### src/rtl/bayer_stream_gen_pkg.sv
// Shared types and constants for the synthetic Bayer camera source.
// Pattern modes, Bayer site decoding and the LFSR polynomial live here.
package bayer_stream_gen_pkg;

  localparam int DEF_DATA_W = 12;
  localparam int DEF_CNT_W  = 11;

  // Right-shifting Fibonacci register: feedback from bits 0,2,3,5 realises
  // x^16 + x^14 + x^13 + x^11 + 1.
  localparam logic [15:0] LFSR_SEED = 16'hACE1;
  localparam logic [15:0] LFSR_TAPS = 16'h002D;

  typedef enum logic [1:0] {
    MODE_FLAT = 2'd0,
    MODE_BARS = 2'd1,
    MODE_RAMP = 2'd2,
    MODE_LFSR = 2'd3
  } mode_t;

  // Encoded as {Y[0], X[0]}.
  typedef enum logic [1:0] {
    SITE_GR = 2'b00,
    SITE_R  = 2'b01,
    SITE_B  = 2'b10,
    SITE_GB = 2'b11
  } bayer_site_t;

  typedef enum logic [1:0] {
    ST_IDLE   = 2'd0,
    ST_ACTIVE = 2'd1,
    ST_HBLANK = 2'd2,
    ST_VBLANK = 2'd3
  } gen_state_t;

  function automatic bayer_site_t bayer_site(input logic y0, input logic x0);
    return bayer_site_t'({y0, x0});
  endfunction

  function automatic logic [15:0] lfsr_next(input logic [15:0] v);
    return {^(v & LFSR_TAPS), v[15:1]};
  endfunction

endpackage

### src/rtl/bayer_stream_gen_if.sv
// Raw Bayer pixel stream as consumed by the image-processing block.
// The source drives through the master modport, a sink reads via slave.
interface bayer_stream_gen_if
  import bayer_stream_gen_pkg::*;
#(
  parameter int DATA_W = DEF_DATA_W,
  parameter int CNT_W  = DEF_CNT_W
);

  logic [CNT_W-1:0]  oX_Cont;
  logic [CNT_W-1:0]  oY_Cont;
  logic [DATA_W-1:0] oDATA;
  logic              oDVAL;
  logic              oFRAME_DONE;
  logic [15:0]       oFrame_Cont;

  modport master (
    output oX_Cont,
    output oY_Cont,
    output oDATA,
    output oDVAL,
    output oFRAME_DONE,
    output oFrame_Cont
  );

  modport slave (
    input oX_Cont,
    input oY_Cont,
    input oDATA,
    input oDVAL,
    input oFRAME_DONE,
    input oFrame_Cont
  );

endinterface

### src/rtl/bayer_stream_gen_lfsr16.sv
// 16-bit Fibonacci LFSR used as the pseudo-random test pattern source.
// Advances only when step is high; reseeded solely by reset.
module lfsr16
  import bayer_stream_gen_pkg::*;
(
  input  logic        iCLK,
  input  logic        iRST,
  input  logic        step,
  output logic [15:0] q
);

  logic [15:0] r_q;

  always_ff @(posedge iCLK) begin
    if (iRST) begin
      r_q <= LFSR_SEED;
    end else if (step) begin
      r_q <= lfsr_next(r_q);
    end
  end

  assign q = r_q;

endmodule

### src/rtl/bayer_stream_gen.sv
// Synthetic camera source: frame/line timing FSM plus test-pattern mux
// producing a registered raw Bayer stream with X/Y counts and DVAL.
module bayer_stream_gen
  import bayer_stream_gen_pkg::*;
#(
  parameter int H_ACTIVE = 1280,
  parameter int V_ACTIVE = 960,
  parameter int H_BLANK  = 16,
  parameter int V_BLANK  = 4,
  parameter int DATA_W   = DEF_DATA_W,
  parameter int CNT_W    = DEF_CNT_W
) (
  input  logic              iCLK,
  input  logic              iRST,
  input  logic              iEN,
  input  logic [1:0]        iMODE,
  input  logic [DATA_W-1:0] iFLAT,
  bayer_stream_gen_if.master o_vid
);

  localparam int LINE_CYC = H_ACTIVE + H_BLANK;
  localparam int VB_CYC   = V_BLANK * LINE_CYC;
  localparam int HB_W     = (H_BLANK > 1) ? $clog2(H_BLANK) : 1;
  localparam int VB_W     = (VB_CYC > 1) ? $clog2(VB_CYC) : 1;

  localparam logic [CNT_W-1:0]  X_LAST  = CNT_W'(H_ACTIVE - 1);
  localparam logic [CNT_W-1:0]  Y_LAST  = CNT_W'(V_ACTIVE - 1);
  localparam logic [HB_W-1:0]   HB_LAST = HB_W'(H_BLANK - 1);
  localparam logic [VB_W-1:0]   VB_LAST = VB_W'(VB_CYC - 1);
  localparam logic [CNT_W-1:0]  CNT_ONE = CNT_W'(1);
  localparam logic [HB_W-1:0]   HB_ONE  = HB_W'(1);
  localparam logic [VB_W-1:0]   VB_ONE  = VB_W'(1);
  localparam logic [DATA_W-1:0] MAXV    = '1;

  gen_state_t        r_state, w_state_nxt;
  logic [CNT_W-1:0]  r_x, w_x_nxt;
  logic [CNT_W-1:0]  r_y, w_y_nxt;
  logic [HB_W-1:0]   r_hcnt, w_hcnt_nxt;
  logic [VB_W-1:0]   r_vcnt, w_vcnt_nxt;
  mode_t             r_mode, w_mode_nxt;
  logic [DATA_W-1:0] r_flat, w_flat_nxt;
  logic              w_dval_nxt;
  logic              w_done_nxt;
  logic [DATA_W-1:0] w_data_nxt;
  logic [15:0]       w_lfsr_q;

  logic [DATA_W-1:0] r_data;
  logic              r_dval;
  logic              r_done;
  logic [15:0]       r_frames;

  // Colour-bar index X*8/H_ACTIVE, found by threshold compares so no divider is built.
  function automatic logic [2:0] bar_idx(input logic [CNT_W-1:0] x);
    logic [2:0] b;
    b = 3'd0;
    for (int k = 1; k < 8; k++) begin
      if (int'(x) * 8 >= k * H_ACTIVE) b = 3'(k);
    end
    return b;
  endfunction

  function automatic logic [DATA_W-1:0] pixel(
    input mode_t             m,
    input logic [CNT_W-1:0]  x,
    input logic              y0,
    input logic [DATA_W-1:0] flat,
    input logic [DATA_W-1:0] rnd
  );
    logic [2:0]        b;
    logic [DATA_W-1:0] v;
    b = bar_idx(x);
    v = '0;
    case (m)
      MODE_FLAT: v = flat;
      MODE_BARS: begin
        case (bayer_site(y0, x[0]))
          SITE_R:  v = b[2] ? MAXV : '0;
          SITE_B:  v = b[0] ? MAXV : '0;
          default: v = b[1] ? MAXV : '0;
        endcase
      end
      MODE_RAMP: v = DATA_W'(x);
      MODE_LFSR: v = rnd;
      default:   v = '0;
    endcase
    return v;
  endfunction

  // Next-cycle view of the stream: everything below is what the outputs show after this edge.
  always_comb begin
    w_state_nxt = r_state;
    w_x_nxt     = r_x;
    w_y_nxt     = r_y;
    w_hcnt_nxt  = r_hcnt;
    w_vcnt_nxt  = r_vcnt;
    w_mode_nxt  = r_mode;
    w_flat_nxt  = r_flat;
    w_dval_nxt  = 1'b0;

    case (r_state)
      ST_IDLE: begin
        w_x_nxt = '0;
        w_y_nxt = '0;
        if (iEN) begin
          w_state_nxt = ST_ACTIVE;
          w_dval_nxt  = 1'b1;
          w_mode_nxt  = mode_t'(iMODE);
          w_flat_nxt  = iFLAT;
        end
      end

      ST_ACTIVE: begin
        if (r_x == X_LAST) begin
          w_state_nxt = ST_HBLANK;
          w_hcnt_nxt  = '0;
        end else begin
          w_x_nxt    = r_x + CNT_ONE;
          w_dval_nxt = 1'b1;
        end
      end

      ST_HBLANK: begin
        if (r_hcnt == HB_LAST) begin
          if (r_y < Y_LAST) begin
            w_state_nxt = ST_ACTIVE;
            w_x_nxt     = '0;
            w_y_nxt     = r_y + CNT_ONE;
            w_dval_nxt  = 1'b1;
          end else begin
            w_state_nxt = ST_VBLANK;
            w_vcnt_nxt  = '0;
          end
        end else begin
          w_hcnt_nxt = r_hcnt + HB_ONE;
        end
      end

      ST_VBLANK: begin
        if (r_vcnt == VB_LAST) begin
          w_x_nxt = '0;
          w_y_nxt = '0;
          // Enable is only honoured here, so frames are never truncated.
          if (iEN) begin
            w_state_nxt = ST_ACTIVE;
            w_dval_nxt  = 1'b1;
            w_mode_nxt  = mode_t'(iMODE);
            w_flat_nxt  = iFLAT;
          end else begin
            w_state_nxt = ST_IDLE;
          end
        end else begin
          w_vcnt_nxt = r_vcnt + VB_ONE;
        end
      end

      default: begin
        w_state_nxt = ST_IDLE;
        w_x_nxt     = '0;
        w_y_nxt     = '0;
      end
    endcase
  end

  assign w_done_nxt = (w_state_nxt == ST_VBLANK) && (w_vcnt_nxt == VB_LAST);
  assign w_data_nxt = w_dval_nxt
                    ? pixel(w_mode_nxt, w_x_nxt, w_y_nxt[0], w_flat_nxt, DATA_W'(w_lfsr_q))
                    : '0;

  // The LFSR value shown with a pixel is the current one; it advances past it on the same edge.
  lfsr16 u_lfsr (
    .iCLK (iCLK),
    .iRST (iRST),
    .step (w_dval_nxt),
    .q    (w_lfsr_q)
  );

  always_ff @(posedge iCLK) begin
    if (iRST) begin
      r_state <= ST_IDLE;
    end else begin
      r_state <= w_state_nxt;
    end
  end

  always_ff @(posedge iCLK) begin
    if (iRST) begin
      r_x      <= '0;
      r_y      <= '0;
      r_hcnt   <= '0;
      r_vcnt   <= '0;
      r_mode   <= MODE_FLAT;
      r_flat   <= '0;
      r_data   <= '0;
      r_dval   <= 1'b0;
      r_done   <= 1'b0;
      r_frames <= '0;
    end else begin
      r_x    <= w_x_nxt;
      r_y    <= w_y_nxt;
      r_hcnt <= w_hcnt_nxt;
      r_vcnt <= w_vcnt_nxt;
      r_mode <= w_mode_nxt;
      r_flat <= w_flat_nxt;
      r_data <= w_data_nxt;
      r_dval <= w_dval_nxt;
      r_done <= w_done_nxt;
      if (w_done_nxt) begin
        r_frames <= r_frames + 16'd1;
      end
    end
  end

  assign o_vid.oX_Cont     = r_x;
  assign o_vid.oY_Cont     = r_y;
  assign o_vid.oDATA       = r_data;
  assign o_vid.oDVAL       = r_dval;
  assign o_vid.oFRAME_DONE = r_done;
  assign o_vid.oFrame_Cont = r_frames;

endmodule

### src/flat_wrapper.sv
// flat-port wrapper written by rule: the top's interface ports become plain ports
module bayer_stream_gen_flat import bayer_stream_gen_pkg::*;
#(
  parameter int H_ACTIVE = 1280,
  parameter int V_ACTIVE = 960,
  parameter int H_BLANK  = 16,
  parameter int V_BLANK  = 4,
  parameter int DATA_W   = DEF_DATA_W,
  parameter int CNT_W    = DEF_CNT_W
)
  (iCLK, iRST, iEN, iMODE, iFLAT, o_vid_oX_Cont, o_vid_oY_Cont, o_vid_oDATA, o_vid_oDVAL, o_vid_oFRAME_DONE, o_vid_oFrame_Cont);
  bayer_stream_gen_if #(.DATA_W(DATA_W), .CNT_W(CNT_W)) o_vid_i ();
  input  logic iCLK;
  input  logic iRST;
  input  logic iEN;
  input  logic [1:0] iMODE;
  input  logic [DATA_W-1:0] iFLAT;
  output wire logic [$bits(o_vid_i.oX_Cont)-1:0] o_vid_oX_Cont;
  output wire logic [$bits(o_vid_i.oY_Cont)-1:0] o_vid_oY_Cont;
  output wire logic [$bits(o_vid_i.oDATA)-1:0] o_vid_oDATA;
  output wire logic [$bits(o_vid_i.oDVAL)-1:0] o_vid_oDVAL;
  output wire logic [$bits(o_vid_i.oFRAME_DONE)-1:0] o_vid_oFRAME_DONE;
  output wire logic [$bits(o_vid_i.oFrame_Cont)-1:0] o_vid_oFrame_Cont;
  assign o_vid_oX_Cont = o_vid_i.oX_Cont;
  assign o_vid_oY_Cont = o_vid_i.oY_Cont;
  assign o_vid_oDATA = o_vid_i.oDATA;
  assign o_vid_oDVAL = o_vid_i.oDVAL;
  assign o_vid_oFRAME_DONE = o_vid_i.oFRAME_DONE;
  assign o_vid_oFrame_Cont = o_vid_i.oFrame_Cont;
  bayer_stream_gen #(.H_ACTIVE(H_ACTIVE), .V_ACTIVE(V_ACTIVE), .H_BLANK(H_BLANK), .V_BLANK(V_BLANK), .DATA_W(DATA_W), .CNT_W(CNT_W)) u_core (.iCLK(iCLK), .iRST(iRST), .iEN(iEN), .iMODE(iMODE), .iFLAT(iFLAT), .o_vid(o_vid_i));
endmodule
### config.mk
export PLATFORM = sky130hd
export DESIGN_NAME = bayer_stream_gen_flat
export DESIGN_NICKNAME = d
export VERILOG_FILES = /design/src/rtl/bayer_stream_gen_pkg.sv /design/src/rtl/bayer_stream_gen_if.sv /design/src/rtl/bayer_stream_gen_lfsr16.sv /design/src/rtl/bayer_stream_gen.sv /design/src/flat_wrapper.sv
export SDC_FILE = /design/constraint.sdc
export NUM_CORES = 1
export LEC_CHECK = 0
export CORE_MARGIN = 1
export CORE_UTILIZATION = 50
export DETAILED_ROUTE_END_ITERATION = 10
export PLACE_DENSITY = 0.73
export SYNTH_ARGS = -nofsm -noshare
export SYNTH_HDL_FRONTEND = slang
export SYNTH_SLANG_ARGS = --single-unit
### constraint.sdc
create_clock -name iCLK -period 5.9 [get_ports iCLK]
set_input_delay 0.59 -clock iCLK [delete_from_list [all_inputs] [get_ports iCLK]]
set_output_delay 0.59 -clock iCLK [all_outputs]
set_load 0.005 [all_outputs]
Word-level counts from Yosys, hierarchy flattened
Cells that the tools add are included.
{"block": "totals", "reg_bits": 101, "latch_bits": 0, "ramBits": 0, "mem_bits_ro": 0, "input_bits": 17, "out_inout_bits": 52, "word_cells": 101, "n_memories": 0}
{"block": "op_classes", "n_addsub": 5, "mul": 0, "n_div": 0, "order_cmp": 8, "n_eq_ne": 18, "shifts": 0, "mux": 47, "bitwise_logic": 1, "reduce_logical": 9}
{"cell": "2-to-1 mux 11 bit", "n": 7}
{"cell": "2-to-1 mux 12 bit", "n": 5}
{"cell": "one-hot mux 12 bit (2 select lines)", "n": 2}
{"cell": "one-hot mux 12 bit (4 select lines)", "n": 1}
{"cell": "one-hot mux 11 bit (4 select lines)", "n": 1}
{"cell": "greater-or-equal comparator 14 x 13 -> 1 bit (second input constant)", "n": 3}
{"cell": "2-to-1 mux 13 bit", "n": 3}
{"cell": "one-hot mux 11 bit (3 select lines)", "n": 1}
{"cell": "greater-or-equal comparator 14 x 12 -> 1 bit (second input constant)", "n": 2}
{"cell": "equality test 13 bit (second input constant)", "n": 2}
{"cell": "one-hot mux 13 bit (2 select lines)", "n": 1}
{"cell": "adder 11 x 1 -> 11 bit (second input constant)", "n": 2}
{"cell": "2-to-1 mux 2 bit", "n": 9}
{"cell": "adder 16 x 1 -> 16 bit (second input constant)", "n": 1}
{"cell": "XOR reduction 16 bit", "n": 1}
{"cell": "greater-or-equal comparator 14 x 11 -> 1 bit (second input constant)", "n": 1}
{"cell": "greater-or-equal comparator 14 bit (second input constant)", "n": 1}
{"cell": "adder 13 x 1 -> 13 bit (second input constant)", "n": 1}
{"cell": "equality test 2 bit (second input constant)", "n": 6}
{"cell": "2-to-1 mux 3 bit", "n": 4}
{"cell": "equality test 11 bit (second input constant)", "n": 1}
{"cell": "less-than comparator 11 x 10 -> 1 bit (second input constant)", "n": 1}
{"cell": "2-to-1 mux 4 bit", "n": 2}
{"cell": "inequality test 2 x 1 -> 1 bit (second input constant)", "n": 4}
{"cell": "other kinds (17)", "n": 26}

Logic depth before layout (Yosys ltp)
{"block": "logic_depth", "depth_word": 15, "mapped_depth": 14}

Modules after synthesis
From an unflattened synthesis, not the netlist that was laid out.
{"block": "hier_totals", "hier_cells": 666, "hier_area_um2": 5442.7}
{"mod": "bayer_stream_gen", "instances": 1, "cells_each": 611, "area_each_um2": 4843.4, "seq_area_each_um2": 1701.6}
{"mod": "lfsr16", "instances": 1, "cells_each": 55, "area_each_um2": 599.3, "seq_area_each_um2": 320.3}

Worst setup path before layout
Ideal clock, no wire load.
{"block": "synth_path", "path_kind": "register to register", "start": "reg u_core.r_vcnt[1]", "end": "reg u_core.r_frames[14] (netlist: u_core.o_vid.oFrame_Cont[14])", "arrival_ns": 3.265, "setup_slack_ns": 2.512, "path_stages_with_launch": 13, "path_buffers": 2, "synth_period_minus_slack_ns": 3.388, "path_cell_list": "dfxtp_1 > ha_1 > nand3_1 > or4_4 > buf_6 > a31oi_4 > o22ai_2 > a22oi_2 > nand4b_1 > or4_4 > buf_6 > nor4_1 > mux2_1"}
{"block": "synth_via", "elab_chain_len": 5, "elab_cells_between_ends": 11, "classes_between": "1 x add/sub; 3 x eq/ne; 6 x mux; 1 x reduce/logical"}
{"element": "start: declaration", "line_no": "bayer_stream_gen.sv:39", "text": "logic [VB_W-1:0] r_vcnt, w_vcnt_nxt;"}
{"element": "start signal: assignment", "line_no": "bayer_stream_gen.sv:201", "text": "r_vcnt <= w_vcnt_nxt;"}
{"element": "adder 13 x 1 -> 13 bit (tied with other cells)", "line_no": "bayer_stream_gen.sv:152", "text": "w_vcnt_nxt = r_vcnt + VB_ONE;"}
{"element": "2-to-1 mux 13 bit (tied with other cells)", "line_no": "bayer_stream_gen.sv:139", "text": "if (r_vcnt == VB_LAST) begin"}
{"element": "one-hot mux 13 bit (2 select lines) / one-hot mux 2 bit (4 select lines) (equally long branches)", "line_no": "bayer_stream_gen.sv:100", "text": "case (r_state)"}
{"element": "equality test 13 bit / equality test 2 bit (equally long branches)", "line_no": "bayer_stream_gen.sv:164", "text": "assign w_done_nxt = (w_state_nxt == ST_VBLANK) && (w_vcnt_nxt == VB_LAST);"}
{"element": "logical AND 1 bit *", "line_no": "bayer_stream_gen.sv:164"}
{"element": "end signal: assignment", "line_no": "bayer_stream_gen.sv:208", "text": "r_frames <= r_frames + 16'd1;"}
{"element": "end: declaration", "line_no": "bayer_stream_gen.sv:50", "text": "logic [15:0] r_frames;"}
Every way passes the cells marked *; elsewhere a longest branch is shown, timed or not.
A chain may end at the register's enable or synchronous reset.

Final worst setup path
{"block": "layout_path", "start": "reg u_core.r_state[0]", "end": "reg u_core.r_frames[13] (netlist: u_core.o_vid.oFrame_Cont[13])"}
{"block": "layout_via", "elab_chain_len": 4, "elab_cells_between_ends": 13, "classes_between": "5 x eq/ne; 6 x mux; 2 x reduce/logical"}
{"element": "start: declaration", "line_no": "bayer_stream_gen.sv:35", "text": "gen_state_t r_state, w_state_nxt;"}
{"element": "start signal: assignment", "line_no": "bayer_stream_gen.sv:181", "text": "r_state <= w_state_nxt;"}
{"element": "equality test 2 bit (tied with other cells)", "line_no": "bayer_stream_gen.sv:100"}
{"element": "one-hot mux 13 bit (2 select lines) / one-hot mux 2 bit (4 select lines) (equally long branches)", "line_no": "bayer_stream_gen.sv:100"}
{"element": "equality test 13 bit / equality test 2 bit (equally long branches)", "line_no": "bayer_stream_gen.sv:164"}
{"element": "logical AND 1 bit *", "line_no": "bayer_stream_gen.sv:164"}
Marks and branches as above.

==> qor.yml <==
outcome:
  outcome: "completed"
clock_tree:
  holdBufCountCts: 0
  worstSkewPairLatency_ns: 0.37
  cts_resized: 0
  cts_tree: "yes"
  clockBufferDepth: 2
  cts_inserted_buffers: 9
  cts_setup_buffers: 0
  clock-root-buffer: "clkbuf_8"
  htreeDepth: 3
  clkTransAtPathRegs_ns: 0.10
  cts.sinks: 101
grt:
  antenna_found_initial: 0
  grt_pass1_vias: 4815
  grt_max_degree: 54
  grt_pass1_wl_mm: 23.3
  grt-ovfl-total: 0
  grt_usage_pct: 25.2
route:
  firstDrtPassIters: 5
  drcViolationCount: 0
  wl_per_cell_um: 16.1
  drtIter0Drc: 422
  num_vias: 5250
  wirelength_mm: 13.9
  routed_via_density: 6.09
  antenna_left: 0
worst_hold_path:
  min_path_type: "flip-flop to flip-flop"
  hp-start: "u_core.u_lfsr.q[12]"
timing:
  hold_violations: 0
  timing.final.ws_setup_ns: 1.60
  tns_ns: 0
  fin_crit_sh_pct: 72.9
  rsz0062_at_grt: "no"
  fin_crit_ns: 4.30
  slew_headroom_pct: 38.2
  worst_slew_pin_slew_ns: 0.928
  timing.final.max_slew_violations: 0
  fin_skew_ns: 0.0177
  setup_viol: 0
  fmax_ghz: 0.233
setup_path:
  startpoint: "u_core.r_state[0]"
  timing_worst_setup_path_type: "flip-flop to flip-flop"
  worstReg2RegStart: "u_core.r_state[0]"
  startpoint_type: "flip-flop"
  cp.required_ns: 6.16
  crit_arrival_ns: 4.56
  critical_path.max_fanout: 21
  endpoint_kind: "flip-flop"
final_layout:
  antenna_cells: 0
  fillers: 953
  multi_input_area_um2: 3210
  seqCellArea_um2: 2020
  area_growth_pct: 16.5
  drive_above_1_share_pct: 6.47
  nNetsFinal: 752
synth:
  yosys_warnings: 0
  syn_nets: 707
  synthTopCellsByCount: "dfxtp_1, nor2_1, a21oi_1"
  ys_ff_latch: 101
  synth_most_common_cell: "dfxtp_1"
  seq_area_frac_synth_pct: 36.9
  async_flop_share_pct: 0
  synthCells: 677
  yosys.area.top_type_share_pct: 36.9
  synth_edf_count: 0
  yosys-top-cells-area: "dfxtp_1, nor2_1, a21oi_1, nand2_1, o21ai_0"
  yosys.area.top_type: "dfxtp_1"
  ys_types: 67
  synth_area_um2: 5480
  synth_top_flop_cell: "dfxtp_1"
  synth_area_per_cell_um2: 8.09
floorplanning:
  ioPinCount: 69
  die_h_um: 107
  die_area_um2: 11400
  core_um2: 10500
  start_util_pct: 52.4
  fp.dieW_um: 107
  fp-row-count: 37
placement:
  gp_congestion: 0.909
  pre_cts_ws_ns: 1.69
  port_buffers: 68
  hpwl_mm: 9.91
pwr:
  powerDensity_nw_per_um2: 207
  ir_drop_uv: 159
  p_leak_nw: 2.31
flow_run:
  max_cap_viol_count: 0
==> cell usage in the layout (no fill, tap or decap), types with 7 or more instances in the layout <==
master           Yosys  layout
and3_1              10      10
mux2i_1             12      12
a22oi_1             11      11
nand2_1             49      49
or2_2                7       7
a21boi_0             7       7
a21oi_1             51      51
nor4_1               9       9
clkbuf_8             0      10
nor2_1              84      84
a22o_1              12      12
nand4_1             13      13
inv_1               23      23
dfxtp_1            101     101
nor3_1              13      13
ha_1                13      13
o21ai_0             36      36
nor2b_1             26      26
a211o_1              8       8
xor2_1               7       7
clkdlybuf4s50_1      0      67
nand3_1             29      29
a31oi_1             10      10
==> area by class of cell <==
type                            instances  area share, %
Multi-Input combinational cell        514           50.3
Clock inverter                          5          0.647
Tap cell                              136           2.67
Timing Repair Buffer                   73           11.2
Clock buffer                           10           2.16
Sequential cell                       101           31.7
Inverter                               23           1.35
==> logic make-up (layout without fill, tap and decap cells) <==
group	after synthesis	count (layout)	synth area share (%)
simple gates	276	276	25.5
compound gates	190	190	23.7
flops	101	101	36.9
buf+inv	62	111	4.59
mux	21	21	4.04
fa+ha+maj	14	14	3.15
xor+xnor	13	13	2.08
==> state kept, by name (all words and copies together) (netlist names), 4 cells and up <==
register	cells
u_core.r_flat	12
u_core.o_vid.oX_Cont	11
u_core.o_vid.oY_Cont	11
u_core.o_vid.oFrame_Cont	16
u_core.u_lfsr.q	16
u_core.r_vcnt	13
u_core.r_hcnt	4
u_core.o_vid.oDATA	12
==> per-stage QoR <==
step	instances	hold slack (ns)	instance area (um2)	util [%]	power, mW
2_1_floorplan	677	0.435	5480	-	0.860
3_3_place_gp	847	0.443	6200	59.3	0.915
3_5_place_dp	847	0.454	6200	59.3	0.922
4_1_cts	862	0.478	6380	61.0	1.33
5_1_grt	862	0.495	6380	61.0	1.39
6_report	862	0.473	6380	61.0	1.32
==> critical path: stages (launching register included) <==
cell and delay (ns):
dfxtp_1 0.44, inv_1 0.18, ha_1 0.39, nand2_1 0.26, a21oi_1 0.15, nor2_1 0.75
o21ai_0 0.30, or3_1 0.41, or4_4 0.57, nor4_1 0.35, mux2_2 0.37
==> path summary, 6_finish.rpt <==
check                                      end  slack (ns)  cells past startpoint
setup / recovery  u_core.o_vid.oFrame_Cont[13]        1.60                     10
hold reg to reg            u_core.u_lfsr.q[11]        0.47                      1
setup reg to reg  u_core.o_vid.oFrame_Cont[13]        1.60                     10
hold / removal             u_core.u_lfsr.q[11]        0.47                      1
==> metal layers <==
layer / wire, um / track usage, % / up-vias
met5: 0 / 0 / -
met4: 265 / 8.71 / 0
met3: 746 / 4.26 / 25
met2: 6550 / 40.6 / 176
met1: 6350 / 34.0 / 2491
li1: - / - / 2558
==> report_power, final <==
group / switching (mW) / internal (mW) / total [mW] / leakage, nW
sequential: 0.0155 / 0.707 / 0.723 / 0.820
combinational: 0.108 / 0.0773 / 0.185 / 1.40
clock: 0.245 / 0.167 / 0.412 / 0.0858
total: 0.369 / 0.952 / 1.32 / 2.31
Note: power is estimated with default switching activity, not from simulation.
